$ cat src/rtl/display_timings.sv
// ============================================================================
// display_timings
// ----------------------------------------------------------------------------
// Raster timing generator for VGA/HDMI-style video. Two counters (sx across a
// line, sy down a frame) advance on every pixel clock edge where en=1. All
// sync / blanking strobes are pure decodes of the coordinate registers, so
// they line up exactly with sx/sy with no pipeline offset.
//
// Optional feature:
//   DISPLAY_TIMINGS_FRAME_CNT_EN  - when defined, adds a 16-bit frame_cnt
//                                   output counting completed frames.
//
// Ports:
//   clk_pix    in   pixel clock (only clock)
//   rst_pix_n  in   synchronous active-low reset, returns raster to (0,0)
//   en         in   pixel advance enable (for divided pixel rates)
//   sx         out  [CORDW-1:0] horizontal position (registered)
//   sy         out  [CORDW-1:0] vertical position (registered)
//   hsync      out  horizontal sync, H_POL level while active
//   vsync      out  vertical sync, V_POL level while active
//   de         out  data enable, high only in the visible area
//   line       out  high while sx==0
//   frame      out  high while sx==0 and sy==0
//   frame_cnt  out  [15:0] completed frame count (macro builds only)
// ============================================================================
module display_timings #(
    parameter int CORDW  = 10,
    parameter int H_RES  = 640,
    parameter int H_FP   = 16,
    parameter int H_SYNC = 96,
    parameter int H_BP   = 48,
    parameter int V_RES  = 480,
    parameter int V_FP   = 10,
    parameter int V_SYNC = 2,
    parameter int V_BP   = 33,
    parameter int H_POL  = 0,
    parameter int V_POL  = 0
) (
    input  logic             clk_pix,
    input  logic             rst_pix_n,
    input  logic             en,
    output logic [CORDW-1:0] sx,
    output logic [CORDW-1:0] sy,
    output logic             hsync,
    output logic             vsync,
    output logic             de,
    output logic             line,
    output logic             frame
`ifdef DISPLAY_TIMINGS_FRAME_CNT_EN
    ,
    output logic [15:0]      frame_cnt
`endif
);

    // ------------------------------------------------------------------------
    // Derived totals and decode boundaries
    // ------------------------------------------------------------------------
    localparam int H_TOT = H_RES + H_FP + H_SYNC + H_BP;
    localparam int V_TOT = V_RES + V_FP + V_SYNC + V_BP;

    // Last coordinate of a line / frame; these always fit in CORDW bits
    // because the totals are bounded by 2**CORDW below.
    localparam logic [CORDW-1:0] H_LAST = CORDW'(H_TOT - 1);
    localparam logic [CORDW-1:0] V_LAST = CORDW'(V_TOT - 1);

    // Region boundaries are held at 32 bits: the end of the sync window can
    // equal the total, which may be exactly 2**CORDW and not fit in CORDW.
    localparam logic [31:0] H_ACT_END = 32'(H_RES);
    localparam logic [31:0] HS_BEG    = 32'(H_RES + H_FP);
    localparam logic [31:0] HS_END    = 32'(H_RES + H_FP + H_SYNC);
    localparam logic [31:0] V_ACT_END = 32'(V_RES);
    localparam logic [31:0] VS_BEG    = 32'(V_RES + V_FP);
    localparam logic [31:0] VS_END    = 32'(V_RES + V_FP + V_SYNC);

    localparam logic HS_ON = (H_POL != 0);
    localparam logic VS_ON = (V_POL != 0);

    // ------------------------------------------------------------------------
    // Elaboration-time parameter sanity checks
    // ------------------------------------------------------------------------
    if (CORDW < 1 || CORDW > 30) begin : g_chk_cordw
        $error("display_timings: CORDW must be in 1..30");
    end
    if (H_TOT > (1 << CORDW)) begin : g_chk_h_tot
        $error("display_timings: H_TOT does not fit in CORDW bits");
    end
    if (V_TOT > (1 << CORDW)) begin : g_chk_v_tot
        $error("display_timings: V_TOT does not fit in CORDW bits");
    end
    if (H_RES < 1 || V_RES < 1) begin : g_chk_res
        $error("display_timings: active resolution must be non-zero");
    end
    if (H_FP < 0 || H_SYNC < 0 || H_BP < 0 ||
        V_FP < 0 || V_SYNC < 0 || V_BP < 0) begin : g_chk_porch
        $error("display_timings: porch and sync widths must be non-negative");
    end

    // ------------------------------------------------------------------------
    // Coordinate counters
    // ------------------------------------------------------------------------
    logic [CORDW-1:0] sx_q, sx_d;
    logic [CORDW-1:0] sy_q, sy_d;

    always_comb begin
        sx_d = sx_q;
        sy_d = sy_q;
        if (en) begin
            if (sx_q == H_LAST) begin
                // End of line: wrap horizontally and step to the next line,
                // wrapping the frame after the last line.
                sx_d = '0;
                if (sy_q == V_LAST) begin
                    sy_d = '0;
                end else begin
                    sy_d = sy_q + 1'b1;
                end
            end else begin
                sx_d = sx_q + 1'b1;
            end
        end
    end

    // Reset wins over any count, wrap included.
    always_ff @(posedge clk_pix) begin
        if (!rst_pix_n) begin
            sx_q <= '0;
            sy_q <= '0;
        end else begin
            sx_q <= sx_d;
            sy_q <= sy_d;
        end
    end

    // ------------------------------------------------------------------------
    // Zero-latency decodes of the coordinate registers
    // ------------------------------------------------------------------------
    logic [31:0] sx_w;
    logic [31:0] sy_w;
    logic        hs_act;
    logic        vs_act;

    assign sx_w = 32'(sx_q);
    assign sy_w = 32'(sy_q);

    // vsync depends only on sy, so its edges naturally fall on the cycle
    // where sx has just wrapped to 0.
    assign hs_act = (sx_w >= HS_BEG) && (sx_w < HS_END);
    assign vs_act = (sy_w >= VS_BEG) && (sy_w < VS_END);

    assign sx    = sx_q;
    assign sy    = sy_q;
    assign hsync = hs_act ? HS_ON : ~HS_ON;
    assign vsync = vs_act ? VS_ON : ~VS_ON;
    assign de    = (sx_w < H_ACT_END) && (sy_w < V_ACT_END);
    assign line  = (sx_q == '0);
    assign frame = (sx_q == '0) && (sy_q == '0);

`ifdef DISPLAY_TIMINGS_FRAME_CNT_EN
    // ------------------------------------------------------------------------
    // Completed-frame counter; rolls over naturally at 16 bits.
    // ------------------------------------------------------------------------
    logic [15:0] frame_cnt_q, frame_cnt_d;
    logic        frame_wrap;

    assign frame_wrap = en && (sx_q == H_LAST) && (sy_q == V_LAST);

    always_comb begin
        frame_cnt_d = frame_cnt_q;
        if (frame_wrap) begin
            frame_cnt_d = frame_cnt_q + 16'd1;
        end
    end

    always_ff @(posedge clk_pix) begin
        if (!rst_pix_n) begin
            frame_cnt_q <= '0;
        end else begin
            frame_cnt_q <= frame_cnt_d;
        end
    end

    assign frame_cnt = frame_cnt_q;
`endif

endmodule
$ cat config.mk
export PLATFORM = sky130hd
export DESIGN_NAME = display_timings
export DESIGN_NICKNAME = d
export VERILOG_FILES = /design/src/rtl/display_timings.sv
export SDC_FILE = /design/constraint.sdc
export NUM_CORES = 1
export LEC_CHECK = 0
export ABC_CLOCK_PERIOD_IN_PS = 2200
export CORE_MARGIN = 5
export CORE_UTILIZATION = 44
export DETAILED_ROUTE_END_ITERATION = 7
export PLACE_DENSITY = 0.71
export SLEW_MARGIN = 20
export SYNTH_ARGS = -nofsm -noshare
export SYNTH_HDL_FRONTEND = slang
export SYNTH_SLANG_ARGS = --single-unit
$ cat constraint.sdc
create_clock -name clk_pix -period 2.2 [get_ports clk_pix]
set_input_delay 0.44 -clock clk_pix [delete_from_list [all_inputs] [get_ports clk_pix]]
set_output_delay 0.44 -clock clk_pix [all_outputs]
set_load 0.02 [all_outputs]
==> impl_metrics.ini <==
[outcome]
status = finished with violations
violations = setup timing

[hold_path]
min_from = sy[8]$_SDFFE_PN0P_
hold_class = reg -> reg

[logic_synthesis]
synth-compound-area-share_pct = 10.24
yosys.area_share.simple_pct = 37.04
yosys.area_share.adder_pct = 5.447
synth-edff-count = 0
syn-instance-count = 130
synthMuxAreaShare_pct = 0
synth_top_family_by_area = simple AND/OR/NAND/NOR gates
yosysTopAreaCellShare_pct = 34.86
async_flop_share_pct = 0
syn_area_per_cell_um2 = 8.835
yosysUniqueCellTypes = 40
seq_area_frac_synth_pct = 34.86
ys.flop_type = dfxtp_1
synth_top_cell_by_area = dfxtp_1
synth_seq_cells = 20
syn_nets = 138
synth-xor-area-share_pct = 8.388
syn_area_mm2 = 0.001149
yosys_warnings = 0
synth_area_leaders = dfxtp_1 (35%), ha_1 (5.4%), nand3_1 (4.8%)

[setup_path]
cpMaxStageDelayCell = or4b_4
crit_path_end_kind = output pin
timing.rr.start = sx[0]$_SDFFE_PN0P_
worstPathRequired_ns = 1.76
crit_fanout = 2
reg2reg_slack_ns = 0.18
cp.arrival_ns = 1.88
crit_type = reg -> out
startpoint_type = flop
max_stage_delay_ns = 0.46
crit_start = sx[1]$_SDFFE_PN0P_
crit_path_cell_trace = inv_2 > ha_4 > or4b_4 > nor4_4 > and4_4 > buf_6

[power_and_ir_drop]
leakage_nw = 0.6379
max-vdd-ir-drop_mv = 0.2855
power.total_mw = 0.6843
powerDensity_mw_per_mm2 = 405.4

[place]
gp_congestion = 0.7792
post-dp-hpwl_mm = 2.392
pre_cts_slack_ns = -0.3337
port_buffers = 27
dpl_cell_area_mm2 = 0.001630
dp.cells = 206

[drt]
drtIter0Drc = 26
route.met2.wl_mm = 1.474
wl_per_cell_um = 14.59
wl_met3_um = 119
top_layer = met4
viasPerCell = 5.462
drc = 0
via_count = 1147
wl_met1_mm = 1.428
drtAntennaViolNets = 0
routed_wl_mm = 3.063
drt-pass1-iter-count = 4

[cells_and_area]
final_nets = 189
final_util_pct = 68.13
area_growth_pct = 46.95
drive_gt1_share_pct = 28.33
stdcell_count = 210
diodes = 0
finalInstanceArea_mm2 = 0.001688

[clock_network]
cts_buffers = 3
cts_sinks = 20
holdBufCountCts = 0
htree_levels = 1
root_buffer = clkbuf_4
cts_setup_buffers = 0
cts_buffer_depth = 2
clk-insertion-delay-late_ns = 0.31
cts_tree = done
clkSlewWorstSetupHoldPaths_ns = 0.12

[floorplanning]
ioPinCount = 28
die_x_um = 61.09
fp.dieH_um = 61.09
start_util_pct = 46.36
rows = 18
core_mm2 = 0.002477
dieArea_mm2 = 0.003732

[global_routing]
grt_usage_pct = 18.37
grt_max_degree = 13
grt_pass1_vias = 1045
antenna_found_initial = 0
grt_overflow = 0
grt_pass1_wl_mm = 5.037

[timing]
setup_viol = 2
drv_slew = 0
finalHoldViolations = 0
fin_crit_ns = 2.315
relSlewSlack_pct = 65.98
final.setup.worst_slack_ns = -0.1154
worst_pin_slew_ns = 0.5056
final.period_utilization_pct = 105.2
rsz0062_at_grt = yes
finClkSkew_ns = 0.009026
max_freq_mhz = 431.9

[job]
max-cap-violations = 0
-- what timing repair did --
action	CTS	global route
endpoints found under the setup margin	5	4
pin swaps	2	0
gates resized for setup	22	4
-- cell usage after synthesis (3+ instances only) --
| cell | instances |
|---|---|
| nand3_1 | 11 |
| nor4_1 | 5 |
| inv_1 | 6 |
| a21oi_1 | 4 |
| ha_1 | 5 |
| xnor2_1 | 6 |
| o31ai_1 | 3 |
| and2_1 | 4 |
| xor2_1 | 5 |
| dfxtp_1 | 20 |
| nand2_1 | 10 |
| o21ai_0 | 4 |
| nor2_1 | 9 |
-- layout make-up --
| class | count | area, um2 |
|---|---|---|
| fillers | 202 | 789.5 |
| clock buffers | 4 | 36.28 |
| repair buffers | 50 | 444.2 |
| inverters | 6 | 22.52 |
| flip-flops and latches | 20 | 405.4 |
| multi-input cells | 100 | 742.0 |
| well taps | 30 | 37.54 |
-- flip-flops by register name (all words and copies together), names as in the netlist --
name and count:
sx 10, sy 10
-- worst max-delay path: cells and delay by family, from the launching register on --
kind          cells  cell delay (ns)
fa+ha+maj         1             0.12
buf+inv           2             0.17
flops             1             0.34
simple gates      3             0.92
-- routing by layer --
metal | GRT usage [%] | up-vias
met1 | 25.45 | 539
met2 | 29.00 | 21
met5 | 0 | -
li1 | - | 583
met3 | 2.725 | 4
met4 | 6.502 | 0
-- final timing paths --
check,to,cells after the start
setup / recovery,frame,6
hold / removal,sy[8]$_SDFFE_PN0P_,2
hold reg to reg,sy[8]$_SDFFE_PN0P_,2
setup reg to reg,sy[8]$_SDFFE_PN0P_,6
-- stage by stage --
| step | hold slack, ns | TNS [ns] |
|---|---|---|
| after floorplan | 0.5601 | 0 |
| after global placement | 0.5185 | -0.6488 |
| after detailed placement | 0.5347 | -0.7792 |
| after CTS | 0.5441 | -0.1521 |
| after global routing | 0.5805 | -0.2548 |
| final | 0.5447 | -0.1261 |
-- cells in the final DEF, fill, tap and decap left out, types with 2 or more instances in the layout --
master / instances
or4b_1: 2
o41ai_1: 2
nor4_1: 3
and3_1: 2
dlygate4sd2_1: 2
inv_1: 4
a21oi_1: 4
nand2_1: 10
o31ai_1: 3
dfxtp_2: 4
nor3_1: 2
and2_1: 4
nand4_1: 2
or4_1: 2
xor2_1: 5
or4_4: 2
buf_6: 3
inv_2: 2
dfxtp_1: 16
nand3_1: 11
xnor2_1: 6
o21ai_0: 4
ha_1: 4
and4_2: 2
clkdlybuf4s50_1: 22
clkbuf_4: 3
buf_4: 23
nor2_1: 9
-- power breakdown --
group / switching [mW] / internal [mW] / leakage, nW
logic: 0.0438 / 0.0504 / 0.454
registers: 0.00240 / 0.366 / 0.163
clock network: 0.120 / 0.101 / 0.0210
-- kinds of logic (layout without fill, tap and decap cells) --
logic type,Yosys count,count (layout)
and+or+nand+nor,66,66
xor gates and xnor gates,11,11
buffers and inverters,10,60
AOI/OAI and AO/OA,18,18
adders and majority gates,5,5
DFF,20,20
(Power assumes the default switching activity.)
